$ cat src/rtl/led_pwm_bank_if.sv
// rtl/led_pwm_bank_if.sv - one-cycle channel configuration write port
`timescale 1ns/1ps
interface led_pwm_bank_if #(
    parameter int CH_W  = 2,
    parameter int PWM_W = 8
);
    logic             cfg_we;
    logic [CH_W-1:0]  cfg_ch;
    logic [1:0]       cfg_mode;
    logic [PWM_W-1:0] cfg_duty;

    modport master (output cfg_we, output cfg_ch, output cfg_mode, output cfg_duty);
    modport slave  (input  cfg_we, input  cfg_ch, input  cfg_mode, input  cfg_duty);
endinterface

$ cat src/rtl/led_pwm_bank.sv
// rtl/led_pwm_bank.sv - multi-channel LED driver with off/on/PWM/blink modes
`timescale 1ns/1ps
module led_pwm_bank #(
    parameter int              N_CH     = 3,
    parameter int              PWM_W    = 8,
    parameter int              PRESC    = 47,
    parameter int              BLINK_W  = 8,
    parameter logic [N_CH-1:0] INV_MASK = N_CH'(3'b010),
    parameter int              CH_W     = (N_CH > 1) ? $clog2(N_CH) : 1
) (
    input  logic            clk_12m,
    input  logic            rst_n,
    led_pwm_bank_if.slave   cfg,
    output logic [N_CH-1:0] led,
    output logic            period_start
);
    localparam int                 PRESC_W   = (PRESC > 0) ? $clog2(PRESC + 1) : 1;
    localparam logic [PRESC_W-1:0] PRESC_MAX = PRESC_W'(PRESC);

    localparam logic [1:0] MODE_OFF   = 2'b00;
    localparam logic [1:0] MODE_ON    = 2'b01;
    localparam logic [1:0] MODE_PWM   = 2'b10;
    localparam logic [1:0] MODE_BLINK = 2'b11;

    logic [PRESC_W-1:0] presc_q, presc_d;
    logic [PWM_W-1:0]   pwm_q, pwm_d;
    logic [BLINK_W-1:0] blink_q, blink_d;
    logic [1:0]         mode_p_q [N_CH];
    logic [1:0]         mode_p_d [N_CH];
    logic [1:0]         mode_a_q [N_CH];
    logic [1:0]         mode_a_d [N_CH];
    logic [PWM_W-1:0]   duty_p_q [N_CH];
    logic [PWM_W-1:0]   duty_p_d [N_CH];
    logic [PWM_W-1:0]   duty_a_q [N_CH];
    logic [PWM_W-1:0]   duty_a_d [N_CH];
    logic [N_CH-1:0]    led_q, led_d;
    logic               period_start_q;
    logic               tick, wrap, blink_off, wr_valid;

    assign tick      = (presc_q == PRESC_MAX);
    assign wrap      = tick && (pwm_q == '1);
    assign blink_off = blink_q[BLINK_W-1];
    assign wr_valid  = cfg.cfg_we && (32'(cfg.cfg_ch) < 32'(N_CH));

    always_comb begin
        presc_d = tick ? '0 : presc_q + 1'b1;
        pwm_d   = tick ? pwm_q + 1'b1 : pwm_q;
        blink_d = wrap ? blink_q + 1'b1 : blink_q;
        led_d   = INV_MASK;
        for (int i = 0; i < N_CH; i++) begin
            mode_p_d[i] = mode_p_q[i];
            duty_p_d[i] = duty_p_q[i];
            if (wr_valid && (cfg.cfg_ch == CH_W'(i))) begin
                mode_p_d[i] = cfg.cfg_mode;
                duty_p_d[i] = cfg.cfg_duty;
            end
            // Active loads from the next pending value so a write on the wrap edge is not lost.
            mode_a_d[i] = wrap ? mode_p_d[i] : mode_a_q[i];
            duty_a_d[i] = wrap ? duty_p_d[i] : duty_a_q[i];
            case (mode_a_q[i])
                MODE_OFF:   led_d[i] = INV_MASK[i];
                MODE_ON:    led_d[i] = ~INV_MASK[i];
                MODE_PWM:   led_d[i] = (pwm_q < duty_a_q[i]) ^ INV_MASK[i];
                MODE_BLINK: led_d[i] = (!blink_off && (pwm_q < duty_a_q[i])) ^ INV_MASK[i];
            endcase
        end
    end

    always_ff @(posedge clk_12m or negedge rst_n) begin
        if (!rst_n) begin
            presc_q        <= '0;
            pwm_q          <= '0;
            blink_q        <= '0;
            led_q          <= INV_MASK;
            period_start_q <= 1'b0;
            for (int i = 0; i < N_CH; i++) begin
                mode_p_q[i] <= MODE_OFF;
                mode_a_q[i] <= MODE_OFF;
                duty_p_q[i] <= '0;
                duty_a_q[i] <= '0;
            end
        end else begin
            presc_q        <= presc_d;
            pwm_q          <= pwm_d;
            blink_q        <= blink_d;
            led_q          <= led_d;
            period_start_q <= wrap;
            mode_p_q       <= mode_p_d;
            mode_a_q       <= mode_a_d;
            duty_p_q       <= duty_p_d;
            duty_a_q       <= duty_a_d;
        end
    end

    assign led          = led_q;
    assign period_start = period_start_q;
endmodule

$ cat src/flat_wrapper.sv
// flat-port wrapper written by rule: the top's interface ports become plain ports
module led_pwm_bank_flat 
#(
    parameter int              N_CH     = 3,
    parameter int              PWM_W    = 8,
    parameter int              PRESC    = 47,
    parameter int              BLINK_W  = 8,
    parameter logic [N_CH-1:0] INV_MASK = N_CH'(3'b010),
    parameter int              CH_W     = (N_CH > 1) ? $clog2(N_CH) : 1
)
  (clk_12m, rst_n, led, period_start, cfg_cfg_we, cfg_cfg_ch, cfg_cfg_mode, cfg_cfg_duty);
  led_pwm_bank_if #(.CH_W(CH_W), .PWM_W(PWM_W)) cfg_i ();
  input  logic clk_12m;
  input  logic rst_n;
  output logic [N_CH-1:0] led;
  output logic period_start;
  input wire logic [$bits(cfg_i.cfg_we)-1:0] cfg_cfg_we;
  input wire logic [$bits(cfg_i.cfg_ch)-1:0] cfg_cfg_ch;
  input wire logic [$bits(cfg_i.cfg_mode)-1:0] cfg_cfg_mode;
  input wire logic [$bits(cfg_i.cfg_duty)-1:0] cfg_cfg_duty;
  assign cfg_i.cfg_we = cfg_cfg_we;
  assign cfg_i.cfg_ch = cfg_cfg_ch;
  assign cfg_i.cfg_mode = cfg_cfg_mode;
  assign cfg_i.cfg_duty = cfg_cfg_duty;
  led_pwm_bank #(.N_CH(N_CH), .PWM_W(PWM_W), .PRESC(PRESC), .BLINK_W(BLINK_W), .INV_MASK(INV_MASK), .CH_W(CH_W)) u_core (.clk_12m(clk_12m), .rst_n(rst_n), .cfg(cfg_i), .led(led), .period_start(period_start));
endmodule
$ cat config.mk
export PLATFORM = sky130hd
export DESIGN_NAME = led_pwm_bank_flat
export DESIGN_NICKNAME = d
export VERILOG_FILES = /design/src/rtl/led_pwm_bank_if.sv /design/src/rtl/led_pwm_bank.sv /design/src/flat_wrapper.sv
export SDC_FILE = /design/constraint.sdc
export NUM_CORES = 1
export LEC_CHECK = 0
export ABC_AREA = 0
export BUFFER_PORTS_ARGS = -buffer_cell sky130_fd_sc_hd__buf_4
export CORE_AREA = 2 2 110 112
export CTS_CLUSTER_DIAMETER = 80
export DETAILED_ROUTE_END_ITERATION = 8
export DIE_AREA = 0 0 112 114
export PLACE_DENSITY = 0.47
export SYNTH_ARGS = -nofsm -noshare
export SYNTH_HDL_FRONTEND = slang
export SYNTH_SLANG_ARGS = --single-unit
$ cat constraint.sdc
create_clock -name clk_12m -period 1.94 [get_ports clk_12m]
set_input_delay 0.291 -clock clk_12m [delete_from_list [all_inputs] [get_ports clk_12m]]
set_output_delay 0.291 -clock clk_12m [all_outputs]
set_load 0.02 [all_outputs]
==> Word-level counts from Yosys, hierarchy flattened <==
Index checks and enable logic that the tools add are counted.
{ "word_totals": {"reg_bits": 86, "inputBits": 15, "out_inout_bits": 4, "word_cells": 62} }
{ "op_classes": {"addsub": 3, "magnitude_cmp": 4, "eq_ne": 13, "n_mux": 10, "bitwise_logic": 2, "reduce_logical": 13} }
{ "op_table": {"columns": ["operator", "n"], "rows": [
  ["$lt 8x8->1", 3],
  ["$mux 8", 3],
  ["$add 8x1->8 const B", 2],
  ["$eq 2x2->1 const B", 7],
  ["$pmux 1 s4", 3],
  ["$eq 2x1->1 const B", 4],
  ["$eq 8x8->1 const B", 1],
  ["$logic_and 1x1->1", 8],
  ["$logic_not 2->1", 4],
  ["$add 6x1->6 const B", 1],
  ["$eq 6x6->1 const B", 1],
  ["$mux 2", 3],
  ["$mux 6", 1],
  ["$lt 2x2->1 const B", 1],
  ["$not 1->1", 2],
  ["$logic_not 1->1", 1]
]} }

==> Longest topological paths before layout <==
{ "depth": {"depth_word": 4, "depth_mapped": 6, "depth_no_buf": 6} }

==> Least setup slack after synthesis <==
No wires, ideal clock.
{ "synth_timing": {"kind": "reg-to-reg", "startpoint": "register u_core.pwm_q[0]", "endpoint": "register u_core.blink_q[1]", "setup_ps": 117, "arrival_ps": 1494, "required_ps": 1823, "path_slack_ps": 329, "stages_incl_launch_ff": 7, "n_path_buf": 1, "period_less_slack_ps": 1611, "path_cell_list": "dfrtp_1 -> ha_1 -> nand4_1 -> or3_1 -> buf_2 -> nand2_1 -> nand2_1"} }
{ "synth_via": {"elab_chain_len": 2} }
{ "synth_lines": {"columns": ["item", "line_no", "text"], "rows": [
  ["from (decl)", "led_pwm_bank.sv:26", "logic [PWM_W-1:0] pwm_q, pwm_d;"],
  ["from (signal assigned)", "led_pwm_bank.sv:84", "pwm_q <= pwm_d;"],
  ["$eq 8x8->1", "led_pwm_bank.sv:41", "assign wrap = tick && (pwm_q == '1);"],
  ["$logic_and 1x1->1", "led_pwm_bank.sv:41", null],
  ["to (signal assigned)", "led_pwm_bank.sv:85", "blink_q <= blink_d;"],
  ["to (decl)", "led_pwm_bank.sv:27", "logic [BLINK_W-1:0] blink_q, blink_d;"]
]} }
No other way between the ends.
A chain may end at the register's enable or synchronous reset.

==> Final worst setup path <==
{ "layout_timing": {"startpoint": "register u_core.presc_q[0]", "endpoint": "register u_core.blink_q[0]"} }
{ "layout_via": {"elab_chain_len": 2} }
{ "layout_lines": {"columns": ["item", "line_no", "text"], "rows": [
  ["from (decl)", "led_pwm_bank.sv:25", "logic [PRESC_W-1:0] presc_q, presc_d;"],
  ["from (signal assigned)", "led_pwm_bank.sv:83", "presc_q <= presc_d;"],
  ["$eq 6x6->1", "led_pwm_bank.sv:40", "assign tick = (presc_q == PRESC_MAX);"],
  ["$logic_and 1x1->1", "led_pwm_bank.sv:41", null]
]} }
No other way between the ends.

==> run metrics <==
via count of the first global-routing pass 2478; ys async rst share between 90% and 100%; Final ANT Viol Nets 0; area leader, netlist dfrtp_1; CTS resizes 0; Hold Fails Final Rpt 0; Clock Latency Late Sink roughly 0.34 ns; Post-Syn Nets 380; clock power share roughly half; Port Buffers 18; Yosys cell types 36; Sw Pwr about 830 uW; GRT Overall Usage between 10% and 20%; status finished clean; leakage power figure about 2.2 nW; unrepaired setup endpoints after global routing false; # hold bufs at CTS 1; pwr dens 919 mW/mm2; final WL 7630 um; clk slew on worst S/H paths around 0.06 ns; max-slew violation count 0; CTS tree done; area share of the largest cell type after synthesis between 50% and 60%; Syn Std Cell Area approximately 0.0039 mm2; Post-CTS Setup Bufs 0; Tcrit/Tclk final between 90% and 100%; syn_area_per_cell 11.3 um2; largest cells by area after synthesis dfrtp_1 55%, mux2_2 9.0%, ha_1 7.8%; CTS Root Cell clkbuf_16; top_reg_cell synth dfrtp_1; max-cap violation count 0; # clock sinks 86; Combinational Power Share under 10%; synthesis-stage register bit count 86; sw frac a little under 20%; fin area between 0.004 and 0.005 mm2; VDD IR max between 0.4 and 0.5 mV; WL/cell approximately 15 um; CTS max path bufs 2; CTS Buf Count 9; initial antenna violation count 0; Final setup viols 0; Sequential Power Share 45.5%; EDFF count, synth 0; Max Clk Rate 567 MHz; Required @ worst endpoint between 2 and 2.5 ns; worst slew pin tran roughly 0.42 ns; fin crit period between 1.5 and 2 ns; hold crit path type input pin to flip-flop; initial core utilization around a third; startpoint class of the critical path flip-flop; GR Overflow Total 0; nets roughly 410; internal reg-to-reg setup slack roughly 0.18 ns; Die X-Extent 112 um; Synth Warn # 0; register area share after synthesis 55.7%; first-pass GRT wire length between 10000 and 15000 um; fraction of layout cells with a size suffix above 1 between 20% and 30%; Internal about 3.4 mW; CP max FO 11; DP HPWL ~5600 um; worst hold slack 0.218 ns; total number of vias ~2500; largest net degree at the start of global routing 42; Slew HR between 70 and 80%; RePlAce Congestion approximately 0.75; vias per cell around 4.7; H-tree depth 3; cell row count 40; drc violations 0; clk_skew ~0.0052 ns; core area 0.0117 mm2; initial DRC count 83; Die ar. about 0.013 mm2; Crit. End Element flip-flop; kind of critical path flip-flop to flip-flop; Die H about 110 um; Worst EP arrival between 1.5 and 2 ns; Layout area overhead 19.7%; I/O Pins 19; Synth Instances approximately 340; final setup TNS 0 ns; DR pass1 iterations 4; Ant. Diodes 0; placed cell areas between 0.004 and 0.005 mm2
[per-stage QoR]
step / power (mW) / cells / setup slack [ns] / util (%)
after global placement: 2.21 / 508 / 0.212 / 36.3
after floorplan: 2.11 / 341 / 0.329 / -
final: 4.26 / 525 / 0.176 / 39.5
after detailed placement: 2.22 / 508 / 0.159 / 36.3
after global routing: 4.44 / 525 / 0.00916 / 39.5
after CTS: 4.33 / 525 / 0.149 / 39.5
[sequential cells by signal, indices dropped and copies added (netlist names)]
signal and count:
u_core.presc_q 6, u_core.duty_p_q 24, u_core.blink_q 8, u_core.led 3
u_core.pwm_q 8, u_core.duty_a_q 24, u_core.mode_a_q 6, u_core.mode_p_q 6
u_core.period_start 1
[kinds of logic (layout without fill, tap and decap cells)]
| group | count (synthesis) | count (layout) | synth area share [%] |
|---|---|---|---|
| DFF | 86 | 86 | 55.7 |
| muxes | 31 | 31 | 9.03 |
| xor gates and xnor gates | 16 | 16 | 3.62 |
| adders and majority gates | 24 | 24 | 7.76 |
| buffers and inverters | 34 | 71 | 3.82 |
| and+or+nand+nor | 104 | 104 | 13.2 |
| AOI/OAI and AO/OA | 46 | 46 | 6.92 |
[per-layer routing]
metal  wire length (um)  GRT usage, %  vias to the layer above
met2               3480          20.4                       21
met1               3740          17.1                     1201
met3                187          3.19                       13
met5                  0             0                        -
li1                   -             -                     1226
met4                219          7.32                        0
[final timing paths]
| path | endpoint | from | cells past startpoint |
|---|---|---|---|
| min reg2reg | u_core.mode_a_q[1]$_DFFE_PN0P_ | u_core.mode_a_q[1]$_DFFE_PN0P_ | 2 |
| max reg2reg | u_core.blink_q[0]$_DFFE_PN0P_ | u_core.presc_q[0]$_DFF_PN0_ | 4 |
| min | u_core.duty_p_q[7]$_DFF_PN0_ | cfg_cfg_duty[7] | 2 |
| max in group asynchronous | u_core.blink_q[7]$_DFFE_PN0P_ | rst_n | 3 |
| max | u_core.blink_q[0]$_DFFE_PN0P_ | u_core.presc_q[0]$_DFF_PN0_ | 4 |
| min in group asynchronous | u_core.duty_p_q[3]$_DFF_PN0_ | rst_n | 2 |
[worst max-delay path, stage by stage (launching register included)]
cell     delay [ns]
dfrtp_1        0.39
ha_1           0.24
nand4_1        0.24
or3_1          0.56
xnor2_1        0.20
[synth_stat cells (2+ instances only)]
master,n
xor2_1,4
nand3_1,5
o211ai_1,2
o31ai_1,2
inv_1,24
dfrtp_1,85
a32o_1,2
buf_4,3
nand4_1,11
xnor2_1,12
and3_1,3
nor2b_1,4
mux2_2,31
nand2_1,58
clkbuf_2,2
ha_1,24
a21oi_1,5
nor3b_1,2
o21ai_0,27
nand3b_1,2
o21ai_1,2
nor2_1,11
buf_2,5
a211oi_1,3
[cell type report]
cell class	instances	area, um2
clock inverter	6	134
tap	147	184
inverter	24	90.1
fill	1165	7080
sequential	86	2150
timing repair buffer	31	273
multi-input combinational	221	1570
clock buffer	10	229
[power groups by stage]
stage,logic (mW),clock network [mW],registers (mW)
2_1_floorplan,0.147,0,1.96
3_3_place_gp,0.247,0,1.96
3_5_place_dp,0.252,0,1.97
4_1_cts,0.254,2.14,1.94
5_1_grt,0.274,2.22,1.95
6_report,0.245,2.08,1.93
[placed cells by master, fill, tap and decap left out, types with 2 or more instances in the layout]
cell type,Yosys,routed
dfrtp_1,85,85
nand2_1,58,58
mux2_2,31,31
o21ai_0,27,27
buf_4,3,27
inv_1,24,24
ha_1,24,24
xnor2_1,12,12
nor2_1,11,11
nand4_1,11,11
clkbuf_16,0,9
nand3_1,5,5
a21oi_1,5,5
xor2_1,4,4
nor2b_1,4,4
bufinv_16,0,4
a211oi_1,3,3
and3_1,3,3
buf_12,0,3
nor3b_1,2,2
o211ai_1,2,2
a32o_1,2,2
o31ai_1,2,2
nand3b_1,2,2
o21ai_1,2,2
No activity file was read; power rests on OpenSTA's default activity.
